**src/rtl/down_cnt_pkg.sv**
```systemverilog
// Shared types and constants for the down-counting timer.
package down_cnt_pkg;
   localparam int CNT_W = 4;

   typedef enum logic [1:0] {
      IDLE  = 2'd0,
      RUN   = 2'd1,
      PAUSE = 2'd2,
      DONE  = 2'd3
   } state_t;
endpackage

```
**src/rtl/down_cnt_core.sv**
```systemverilog
// WIDTH-bit count register with load, decrement and hold; flags count==1 and count==0.
import down_cnt_pkg::*;

module down_cnt_core #(
   parameter int WIDTH = CNT_W
) (
   input  logic             clk,
   input  logic             reset,
   input  logic             load,
   input  logic [WIDTH-1:0] load_val,
   input  logic             dec,
   output logic [WIDTH-1:0] count,
   output logic             is_one,
   output logic             is_zero
);
   logic [WIDTH-1:0] count_reg;

   always_ff @(posedge clk or negedge reset) begin
      if (!reset) begin
         count_reg <= '0;
      end else if (load) begin
         count_reg <= load_val;
      end else if (dec) begin
         count_reg <= count_reg - WIDTH'(1);
      end
   end

   assign count   = count_reg;
   assign is_one  = (count_reg == WIDTH'(1));
   assign is_zero = (count_reg == '0);
endmodule

```
**src/rtl/down_cnt_timer.sv**
```systemverilog
// Loadable down-counting timer: FSM, reload register and registered tc/done/busy flags
// wrapped around the count register.
import down_cnt_pkg::*;

module down_cnt_timer #(
   parameter int WIDTH = CNT_W
) (
   input  logic             clk,
   input  logic             reset,
   input  logic             load,
   input  logic [WIDTH-1:0] load_val,
   input  logic             start,
   input  logic             pause,
   input  logic             auto_reload,
   output logic [WIDTH-1:0] counter,
   output logic             busy,
   output logic             tc,
   output logic             done
);
   state_t           state_reg, state_next;
   logic [WIDTH-1:0] reload_reg, reload_next;
   logic             tc_reg, tc_next;
   logic             done_reg, done_next;
   logic             busy_reg, busy_next;

   logic             cnt_load, cnt_dec, cnt_one, cnt_zero;
   logic [WIDTH-1:0] cnt_val, cnt_q;

   down_cnt_core #(.WIDTH(WIDTH)) u_core (
      .clk      (clk),
      .reset    (reset),
      .load     (cnt_load),
      .load_val (cnt_val),
      .dec      (cnt_dec),
      .count    (cnt_q),
      .is_one   (cnt_one),
      .is_zero  (cnt_zero)
   );

   always_comb begin
      state_next  = state_reg;
      reload_next = reload_reg;
      tc_next     = 1'b0;
      done_next   = done_reg;
      cnt_load    = 1'b0;
      cnt_val     = load_val;
      cnt_dec     = 1'b0;

      if (load) begin
         cnt_load    = 1'b1;
         reload_next = load_val;
         state_next  = IDLE;
         done_next   = 1'b0;
      end else begin
         case (state_reg)
            IDLE: begin
               if (start) begin
                  if (cnt_zero) begin
                     state_next = DONE;
                     tc_next    = 1'b1;
                     done_next  = 1'b1;
                  end else begin
                     state_next = RUN;
                  end
               end
            end
            // Leaving PAUSE counts on the same edge, so a countdown is
            // stretched by exactly the number of edges that saw pause high.
            RUN, PAUSE: begin
               if (pause) begin
                  state_next = PAUSE;
               end else begin
                  state_next = RUN;
                  if (cnt_one) begin
                     cnt_dec = 1'b1;
                     tc_next = 1'b1;
                     if (!auto_reload) begin
                        state_next = DONE;
                        done_next  = 1'b1;
                     end
                  end else if (cnt_zero) begin
                     if (auto_reload) begin
                        cnt_load = 1'b1;
                        cnt_val  = reload_reg;
                        tc_next  = (reload_reg == '0);
                     end else begin
                        state_next = DONE;
                        done_next  = 1'b1;
                     end
                  end else begin
                     cnt_dec = 1'b1;
                  end
               end
            end
            DONE: begin
               if (start) begin
                  if (reload_reg != '0) begin
                     cnt_load   = 1'b1;
                     cnt_val    = reload_reg;
                     state_next = RUN;
                     done_next  = 1'b0;
                  end else begin
                     tc_next = 1'b1;
                  end
               end
            end
            default: state_next = IDLE;
         endcase
      end

      busy_next = (state_next == RUN) || (state_next == PAUSE);
   end

   always_ff @(posedge clk or negedge reset) begin
      if (!reset) begin
         state_reg  <= IDLE;
         reload_reg <= '0;
         tc_reg     <= 1'b0;
         done_reg   <= 1'b0;
         busy_reg   <= 1'b0;
      end else begin
         state_reg  <= state_next;
         reload_reg <= reload_next;
         tc_reg     <= tc_next;
         done_reg   <= done_next;
         busy_reg   <= busy_next;
      end
   end

   assign counter = cnt_q;
   assign busy    = busy_reg;
   assign tc      = tc_reg;
   assign done    = done_reg;
endmodule

```
**config.mk**
```make
export PLATFORM = sky130hd
export DESIGN_NAME = down_cnt_timer
export DESIGN_NICKNAME = d
export VERILOG_FILES = /design/src/rtl/down_cnt_pkg.sv /design/src/rtl/down_cnt_core.sv /design/src/rtl/down_cnt_timer.sv
export SDC_FILE = /design/constraint.sdc
export NUM_CORES = 1
export LEC_CHECK = 0
export CORE_MARGIN = 2
export CORE_UTILIZATION = 55
export DETAILED_ROUTE_END_ITERATION = 10
export GPL_TIMING_DRIVEN = 0
export HOLD_SLACK_MARGIN = 0.08
export PLACE_DENSITY_LB_ADDON = 0.25
export SETUP_SLACK_MARGIN = 0.15
export SLEW_MARGIN = 0
export SYNTH_ARGS = -nofsm -noshare
export SYNTH_HDL_FRONTEND = slang
export SYNTH_SLANG_ARGS = --single-unit
```
**constraint.sdc**
```tcl
create_clock -name clk -period 5.7 [get_ports clk]
set_clock_uncertainty 0.2 [all_clocks]
set_input_delay 1.14 -clock clk [delete_from_list [all_inputs] [get_ports clk]]
set_output_delay 1.14 -clock clk [all_outputs]
set_load 0.05 [all_outputs]
```
==> results by group <==
Status
  – Run status: completed

Min path
  – Hold path depth: 1
  – Min-delay worst type: register to register
  – Hold_sp: reload_reg[3]$_DFFE_PN0P_
  – Hold Path End: reload_reg[3]$_DFFE_PN0P_

Power
  – VDD IR max: between 0.3 and 0.4 mV
  – P_leak: 0.471 nW
  – Pwr dens: 452 nW/µm²

Synth
  – Area contributors post-synth: dfrtp_1, ha_1, mux2_1, a31oi_1, inv_1
  – Synth top cells by count: dfrtp_1, inv_1, ha_1, nand2_1, nor2_1
  – Largest family of logic cells by synthesized area: compound AO/OA/AOI/OAI gates
  – Post-synth EDFFs: 0
  – Library cells used by synthesis: slightly above 40
  – Count leader, synth: dfrtp_1
  – Post-synth ARST share: 100%
  – Register bit total from synthesis: 13
  – Seq/Total Area, Yosys: 33.2%
  – Mapped Nets: 124
  – Syn Area/Cell: 9.08 µm²
  – Most used DFF post-synth: dfrtp_1
  – Yosys warns: 0
  – Syn Std Cell Area: 981 µm²
  – Post-synthesis xor/xnor area fraction: 0.893%
  – Cell taking the most area after synthesis: dfrtp_1
  – Post-Synthesis Cells: 108
  – Mux share of post-synthesis cell area: 3.44%
  – Share of the synthesized area in the top cell type: 33.2%
  – Simple-gate share of the synthesized area: 18.0%
  – Complex-gate fraction of the synthesized area: 31.4%
  – Post-Synth Adder-Cell Area: 7.65%

Finish
  – Area grow syn2layout: 21.2%
  – Nets: between 100 and 150
  – Fraction of layout cells with a size suffix above 1: 4.72%
  – Antenna diodes: 0

Global route
  – Pin count of the biggest net entering global routing: 14
  – First-pass GRT wire length: approximately 3600 µm
  – GRT Total Usage: 24.4%
  – Initial antenna violation count: 0
  – Total grt overflow: 0
  – Number of global-route vias before repair: roughly 840

STA
  – Hold Violations, Final: 0
  – Slew headroom: 59.1%
  – Min Clock Period, post-route: 2.95 ns
  – RSZ-0062 raised after global routing: false
  – Worst slew pin tran: 0.611 ns
  – Final period util: around half
  – Worst setup margin: 2.75 ns
  – Max-slew violation count: 0
  – Final number of setup-violating endpoints: 0
  – Setup tns final: 0 ns
  – Fmax: around 0.34 GHz

Drt
  – Top sig layer: met4
  – Via count: roughly 950
  – DR vias/cell: 6.22
  – Total Wirelength: 2330 µm
  – Pre-antenna DRT Iters: 4
  – Met3 WL: about 160 µm
  – Routed length on met2: 1080 µm
  – Met1 wire length: 1030 µm
  – WL/cell: 15.3 µm
  – Post-DRT Antenna Nets: 0
  – Drt first-iter violations: 45
  – # DRC: 0

Setup path
  – Largest stage delay, worst path: 0.85 ns
  – Buffers & Inverters on Critical Path: 1
  – Worst path slowest cell: clkdlybuf4s50_1
  – Worst Path Arrival: between 1.5 and 2 ns
  – Crit-path leading delay family: buffers and inverters
  – Crit-path max FO: 8
  – Crit-path cells: clkdlybuf4s50_1
  – Critical Path RT: 4.36 ns
  – Worst Reg-to-Reg Cells: 7
  – Crit Reg-Reg Startpoint: u_core.count[0]$_DFFE_PN0P_
  – Startpoint class of the critical path: register
  – Worst Path Class, Setup: register to output port
  – Reg-to-Reg End: u_core.count[0]$_DFFE_PN0P_
  – Kind of end point of the critical path: output port
  – Register-to-Register Setup Slack: 3.43 ns

Floorplanning
  – Die height: 46.2 µm
  – Initial core utilization: 57.4%
  – Die area: 2140 µm²
  – CORE AREA: 1710 µm²
  – Die span in x: 46.2 µm
  – I/O pin count: 17
  – FP Rows: 15

Place
  – Port bufs: 15
  – DP HPWL: 1710 µm
  – Place WS: 2.54 ns
  – RD Place Congestion: 0.930

Clock network
  – CTS resizes: 0
  – Post-CTS Hold Buffers: 0
  – CTS max path bufs: 2
  – CTS clock-pin slew for the worst setup and hold paths: 0.08 ns
  – TritonCTS clock tree: built
  – Clock Root Buffer: clkbuf_4
  – CTS Buf Count: 3
  – # Post-CTS Setup Buffers: 0
  – Clk sinks: 13
  – Worst-Skew Late Latency: between 0.2 and 0.3 ns
  – # H-tree levels: 1

Run
  – Total of max-cap violations: 0
-- per-stage QoR --
| step | std cells | total power [mW] | utilization, % | hold WS (ns) | area (µm²) |
|---|---|---|---|---|---|
| CTS | 152 | 0.535 | 69.6 | 0.391 | 1190 |
| detailed placement | 148 | 0.473 | 68.1 | 0.371 | 1160 |
| finish | 152 | 0.537 | 69.6 | 0.405 | 1190 |
| floorplan | 108 | 0.383 | - | 0.324 | 981 |
| global placement | 148 | 0.464 | 68.1 | 0.353 | 1160 |
| global route | 152 | 0.571 | 69.6 | 0.407 | 1190 |
-- layout by cell type, fill, tap and decap left out, types with 2 or more instances in the layout --
cell / count
o31ai_1: 2
inv_1: 8
o21a_1: 2
clkdlybuf4s50_1: 15
o21ai_0: 4
a31oi_1: 5
clkbuf_1: 6
mux2_1: 3
nor2_1: 6
nor4_1: 2
nand2b_1: 3
ha_1: 6
nor2b_1: 2
nor4b_1: 3
a32oi_1: 2
a31o_1: 2
dfrtp_1: 13
a2111oi_0: 3
a21oi_1: 5
and2_1: 2
a41oi_1: 3
nand2_1: 6
clkbuf_4: 3
a21boi_0: 2
-- kinds of logic (layout without fill, tap and decap cells) --
group                      count (synthesis)  after routing
AOI/OAI and AO/OA                         41             41
muxes                                      3              3
xor gates and xnor gates                   1              1
and+or+nand+nor                           30             30
adders and majority gates                  6              6
buffers and inverters                     14             33
DFF                                       13             13
-- power by group --
part / leakage (nW) / internal, mW / switching (mW) / total, mW
clock network: 0.0150 / 0.0273 / 0.0338 / 0.0611
logic: 0.298 / 0.123 / 0.203 / 0.326
registers: 0.158 / 0.119 / 0.0304 / 0.149
total: 0.471 / 0.270 / 0.267 / 0.537
-- worst max path at each step --
stage,from,to,slack [ns],cells after the start
floorplan,pause,u_core.count[3]$_DFFE_PN0P_,3.24,5
global placement,pause,u_core.count[3]$_DFFE_PN0P_,2.57,6
CTS,u_core.count[2]$_DFFE_PN0P_,counter[2],2.77,1
finish,u_core.count[2]$_DFFE_PN0P_,counter[2],2.75,1
global route,u_core.count[2]$_DFFE_PN0P_,counter[2],2.73,1
detailed placement,pause,u_core.count[3]$_DFFE_PN0P_,2.54,6
-- routing by layer --
metal,track usage (%),up-vias
met5,0,-
li1,-,458
met1,31.9,434
met4,12.0,0
met2,39.2,47
met3,3.53,7
-- cell type report --
class                           instances  area, µm²
Tap cell                               25       31.3
Buffer                                  6       23.8
Sequential cell                        13        325
Inverter                                8       30.0
Timing Repair Buffer                   15        150
Multi-Input combinational cell         81        602
Fill cell                             133        519
Clock buffer                            4       26.3
(Power assumes the default switching activity.)
==> RTL edit 1, RTL diff (config.mk and constraints unchanged) <==
The 4 states of `state_t` get a one-hot encoding in 4 bits.
--- a/src/rtl/down_cnt_pkg.sv
+++ b/src/rtl/down_cnt_pkg.sv
@@ -4,7 +4,7 @@
 
-   typedef enum logic [1:0] {
-      IDLE  = 2'd0,
-      RUN   = 2'd1,
-      PAUSE = 2'd2,
-      DONE  = 2'd3
+   typedef enum logic [3:0] {
+      IDLE  = 4'b0001,
+      RUN   = 4'b0010,
+      PAUSE = 4'b0100,
+      DONE  = 4'b1000
    } state_t;
Check against the original RTL: same outputs for any inputs over 10 cycles, from zero or initial values and one cycle with reset low; not proved beyond that.
==> RTL edit 1 against the unedited design <==
- die area up 10%
- worst setup slack worse by 0.017 ns
- area after synthesis up 11%
- hold slack worse by 0.066 ns
- routed wire length up 9.4%
- sequential cell count up 2
- design area up 10%
- count of clock-buffer cells in the layout unchanged
- highest routed layer unchanged
Power is not compared: it rests on default switching activity, and its combinational part moved more than twofold at a synthesized area within 25%.
==> RTL edit 1: results (changes against the unedited design) <==
end point of the worst hold path done (was reload_reg[3]); clk_lat worst skew 0.29 ns (about the same); drt pass-1 iters 5 (was 4); top post-synthesis cells by area sky130_fd_sc_hd__dfrtp_1 (32%), sky130_fd_sc_hd__a22oi_1 (3.4%), sky130_fd_sc_hd__nand2_1 (3.4%) (was sky130_fd_sc_hd__dfrtp_1 (33%), sky130_fd_sc_hd__ha_1 (7.7%), sky130_fd_sc_hd__mux2_1 (3.4%)); status complete, no violations (unchanged); internal reg-to-reg setup slack 3.34 ns (was 3.43 ns); prevailing post-synth register cell sky130_fd_sc_hd__dfrtp_1 (unchanged); hold wc startpoint done (was reload_reg[3]); worst reg2reg endpoint u_core.count[3] (was u_core.count[0]); Post-DP HPWL 1950 µm (was 1710 µm); Cells on Worst Hold Path 2 (was 1); Post-Place Worst Slack 2.44 ns (was 2.54 ns); global-route wire length before repair 4440 µm (was 3620 µm); Yosys warning total 0 (unchanged); Yosys cell types 47 (was 41); Crit Path Max Fanout 8 (unchanged); Total Routing Usage GR 0.242 (was 0.244); clock buffers created by TritonCTS 3 (unchanged); post-CTS setup-driven buffer insertion count 0 (unchanged); share of synthesized area occupied by flip-flops and latches 0.345 (was 0.332); largest net degree at the start of global routing 16 (was 14); Post-synth top cells sky130_fd_sc_hd__dfrtp_1 (14), sky130_fd_sc_hd__nand2_1 (10), sky130_fd_sc_hd__nor2_1 (9) (was sky130_fd_sc_hd__dfrtp_1 (13), sky130_fd_sc_hd__inv_1 (8), sky130_fd_sc_hd__ha_1 (6), sky130_fd_sc_hd__nand2_1 (6), sky130_fd_sc_hd__nor2_1 (6)); share of post-route cells with drive strength above 1 0.123 (was 0.0472); Slew @ Worst Pin 0.662 ns (was 0.611 ns); buffers from clock root to sink, at most 2 (unchanged); number of buffers added on ports 16 (was 15); R2R depth 8 (was 7); drt first-iter violations 48 (was 45); P&R area growth vs syn 20.2% (was 21.2%); total number of nets in the final design 151 (was 144); vias in the first global route 994 (was 841); Net Count, Synth 130 (was 124); per-cell routed wire length 15.4 µm (was 15.3 µm); Setup TNS 0 ns (unchanged); leakage power of the design 0.494 nW; via count 999 (was 946); post-CTS clock slew at the launch and capture registers of the worst setup and hold paths 0.09 ns; CP Data Arrival Time 2.92 ns (was 1.61 ns); maximum level of the CTS H-tree 1 (unchanged); worst min path class flop to flop (unchanged); global placer's final weighted congestion 0.868 (was 0.930)
-- RTL edit 1: worst max path at each step --
stage               startpoint         endpoint  slack [ns]  depth (start not counted)
floorplan                pause  u_core.count[0]        3.26                          4
global placement         pause  u_core.count[0]        2.49                          5
detailed placement       pause  u_core.count[0]        2.44                          5
CTS                      pause  u_core.count[0]        2.75                          5
global route             pause  u_core.count[0]        2.62                          5
finish                   pause  u_core.count[0]        2.73                          5
-- RTL edit 1: stage by stage --
stage	instance area, µm²	power [mW]	hold WS [ns]	std cells
6_report	1310	0.261	0.338	165
5_1_grt	1310	0.273	0.359	165
4_1_cts	1310	0.261	0.342	165
3_5_place_dp	1280	0.201	0.329	161
3_3_place_gp	1280	0.198	0.318	161
2_1_floorplan	1090	0.173	0.313	118
-- RTL edit 1: cell families (layout without fill, tap and decap cells) --
family,count (synthesis),in the layout,share of synthesized area
DFF,15,15,0.345
and+or+nand+nor,46,46,0.242
xor gates and xnor gates,3,3,0.0310
adders and majority gates,2,2,0.0229
muxes,4,4,0.0401
AOI/OAI and AO/OA,38,38,0.273
buffers and inverters,10,30,0.0459
-- RTL edit 1: cell type report --
type	count	area, µm²
Multi-Input combinational cell	93	664
Fill cell	166	611
Sequential cell	15	377
Timing Repair Buffer	16	160
Tap cell	27	33.8
Buffer	5	31.3
Clock buffer	4	26.3
Inverter	5	18.8
-- RTL edit 1: routing by layer --
layer | up-vias | global-route usage | part of all wire
met5 | - | 0 | 0
met4 | 0 | 0.114 | 0.018
met3 | 5 | 0.0340 | 0.059
met2 | 35 | 0.400 | 0.47
met1 | 480 | 0.313 | 0.45
li1 | 479 | - | -
-- RTL edit 1: where the power goes --
part | total (mW) | switching (mW) | internal (mW)
Combinational | 0.0777 | 0.0472 | 0.0305
Sequential | 0.121 | 0.00701 | 0.114
Clock | 0.0617 | 0.0344 | 0.0272
-- RTL edit 1: critical path, stage by stage --
cell,delay (ns)
sky130_fd_sc_hd__clkdlybuf4s50_1,0.51
sky130_fd_sc_hd__nor4_4,0.56
sky130_fd_sc_hd__a311oi_4,0.26
sky130_fd_sc_hd__a211oi_1,0.31
sky130_fd_sc_hd__a22oi_1,0.13
==> RTL edit 2, RTL diff (config.mk and constraints unchanged) <==
Made on the original files. Set the package constant `CNT_W` to 5 (it was 4).
--- a/src/rtl/down_cnt_pkg.sv
+++ b/src/rtl/down_cnt_pkg.sv
@@ -2,3 +2,3 @@
 package down_cnt_pkg;
-   localparam int CNT_W = 4;
+   localparam int CNT_W = 5;
 
Interface: changed (resized counter and load_val); port bits go from 17 to 19. The function was not compared with the original's and may differ.
==> RTL edit 2 against the unedited design <==
- sequential cell count increased by 2
- area after synthesis increased by 11%
- worst setup slack worse by 0.11 ns
- largest cell class unchanged
- core utilization shrank 0.78 points
- highest routed layer unchanged
- hold slack got worse by 0.044 ns
- design area increased by 11%
- power increased by 10%
- critical path type is now primary input to flop
- routed wire length grew 3.5%
- combinational power is 11% higher
==> RTL edit 2: results (changes against the unedited design) <==
Post-synth top cells sky130_fd_sc_hd__dfrtp_1 (15), sky130_fd_sc_hd__inv_1 (12), sky130_fd_sc_hd__nand2_1 (12) (was sky130_fd_sc_hd__dfrtp_1 (13), sky130_fd_sc_hd__inv_1 (8), sky130_fd_sc_hd__ha_1 (6), sky130_fd_sc_hd__nand2_1 (6), sky130_fd_sc_hd__nor2_1 (6)); filler instances 163 (was 133); final hold slack 0.361 ns (was 0.405 ns); Total Routing Usage GR 0.237 (was 0.244); Cells on Worst Hold Path 2 (was 1); share of post-route cells with drive strength above 1 0.121 (was 0.0472); status complete, no violations (unchanged); drt first-iter violations 66 (was 45); internal power 0.299 mW (was 0.270 mW); maximum ir drop on the vdd rail 292 µV (was 323 µV); Crit Path Max Fanout 6 (was 8); internal reg-to-reg setup slack 3.11 ns (was 3.43 ns); slew margin rel. 0.553 (was 0.591); startpoint of the worst-slack reg-to-reg timing path state_reg[1] (was u_core.count[0]); vias in the first global route 938 (was 841); global-route wire length before repair 4310 µm (was 3620 µm); Non-Filler Instances 168 (was 152); Placed Instance Area 1290 µm² (was 1160 µm²); via count 1002 (was 946); per-cell routed wire length 14.3 µm (was 15.3 µm); global placer's final weighted congestion 0.937 (was 0.930); worst reg2reg endpoint u_core.count[4] (was u_core.count[0]); leakage power of the design 0.548 nW (was 0.471 nW); end point of the worst hold path done (was reload_reg[3]); number of buffers added on ports 17 (was 15); top post-synthesis cells by area sky130_fd_sc_hd__dfrtp_1 (34%), sky130_fd_sc_hd__ha_1 (6.9%), sky130_fd_sc_hd__inv_1 (4.1%) (was sky130_fd_sc_hd__dfrtp_1 (33%), sky130_fd_sc_hd__ha_1 (7.7%), sky130_fd_sc_hd__mux2_1 (3.4%)); CP Data Arrival Time 3.04 ns (was 1.61 ns); total number of nets in the final design 159 (was 144); Post-DP HPWL 1860 µm (was 1710 µm); hold wc startpoint done (was reload_reg[3]); number of instances in the synthesized netlist 120 (was 108); share of synthesized area occupied by flip-flops and latches 0.344 (was 0.332); Net Count, Synth 137 (was 124); largest net degree at the start of global routing 16 (was 14); drt pass-1 iters 4 (unchanged)
[RTL edit 2: per-stage QoR]
stage / setup WS, ns / utilization
2_1_floorplan: 3.23 / -
3_3_place_gp: 2.42 / 0.674
3_5_place_dp: 2.38 / 0.674
4_1_cts: 2.67 / 0.688
5_1_grt: 2.50 / 0.688
6_report: 2.64 / 0.688
[RTL edit 2: cell type report]
cell class                 count  area share
clock inverter                 1     0.00378
inverter                      12      0.0341
tap                           27      0.0255
clock buffer                   3      0.0170
multi-input combinational     88       0.486
buffer                         5      0.0208
sequential                    15       0.284
timing repair buffer          17       0.129
[RTL edit 2: worst max-delay path by stage]
stage,from,end,depth (start not counted)
floorplan,u_core.count[0],u_core.count[3],7
global placement,pause,u_core.count[1],6
detailed placement,pause,u_core.count[4],6
CTS,pause,u_core.count[4],6
global route,pause,u_core.count[4],6
finish,pause,u_core.count[4],6
[RTL edit 2: logic make-up (layout without fill, tap and decap cells)]
logic type,Yosys count,after routing,share of synthesized area
AOI/OAI and AO/OA,39,39,0.284
DFF,15,15,0.344
buffers and inverters,17,38,0.0665
and+or+nand+nor,37,37,0.180
xor gates and xnor gates,2,2,0.0161
muxes,4,4,0.0401
adders and majority gates,6,6,0.0688
[RTL edit 2: critical path, cell delays in order]
cell and delay [ns]:
sky130_fd_sc_hd__clkdlybuf4s50_1 0.50, sky130_fd_sc_hd__nor2b_1 0.37, sky130_fd_sc_hd__nand4_1 0.29, sky130_fd_sc_hd__o22ai_1 0.42, sky130_fd_sc_hd__a41o_1 0.26, sky130_fd_sc_hd__a22oi_1 0.07
[RTL edit 2: layer usage]
layer  vias up  share of wire  global-route usage
met5         -              0                   0
met1       465           0.45               0.322
li1        492              -                   -
met3         7          0.057              0.0216
met4         0          0.025               0.105
met2        38           0.46               0.387
[RTL edit 2: power groups by stage]
stage               Clock, mW  Combinational (mW)  Sequential, mW
global placement            0               0.352           0.167
detailed placement          0               0.359           0.169
finish                 0.0634               0.362           0.167
floorplan                   0               0.200           0.231
CTS                    0.0660               0.362           0.167
global route           0.0694               0.403           0.174
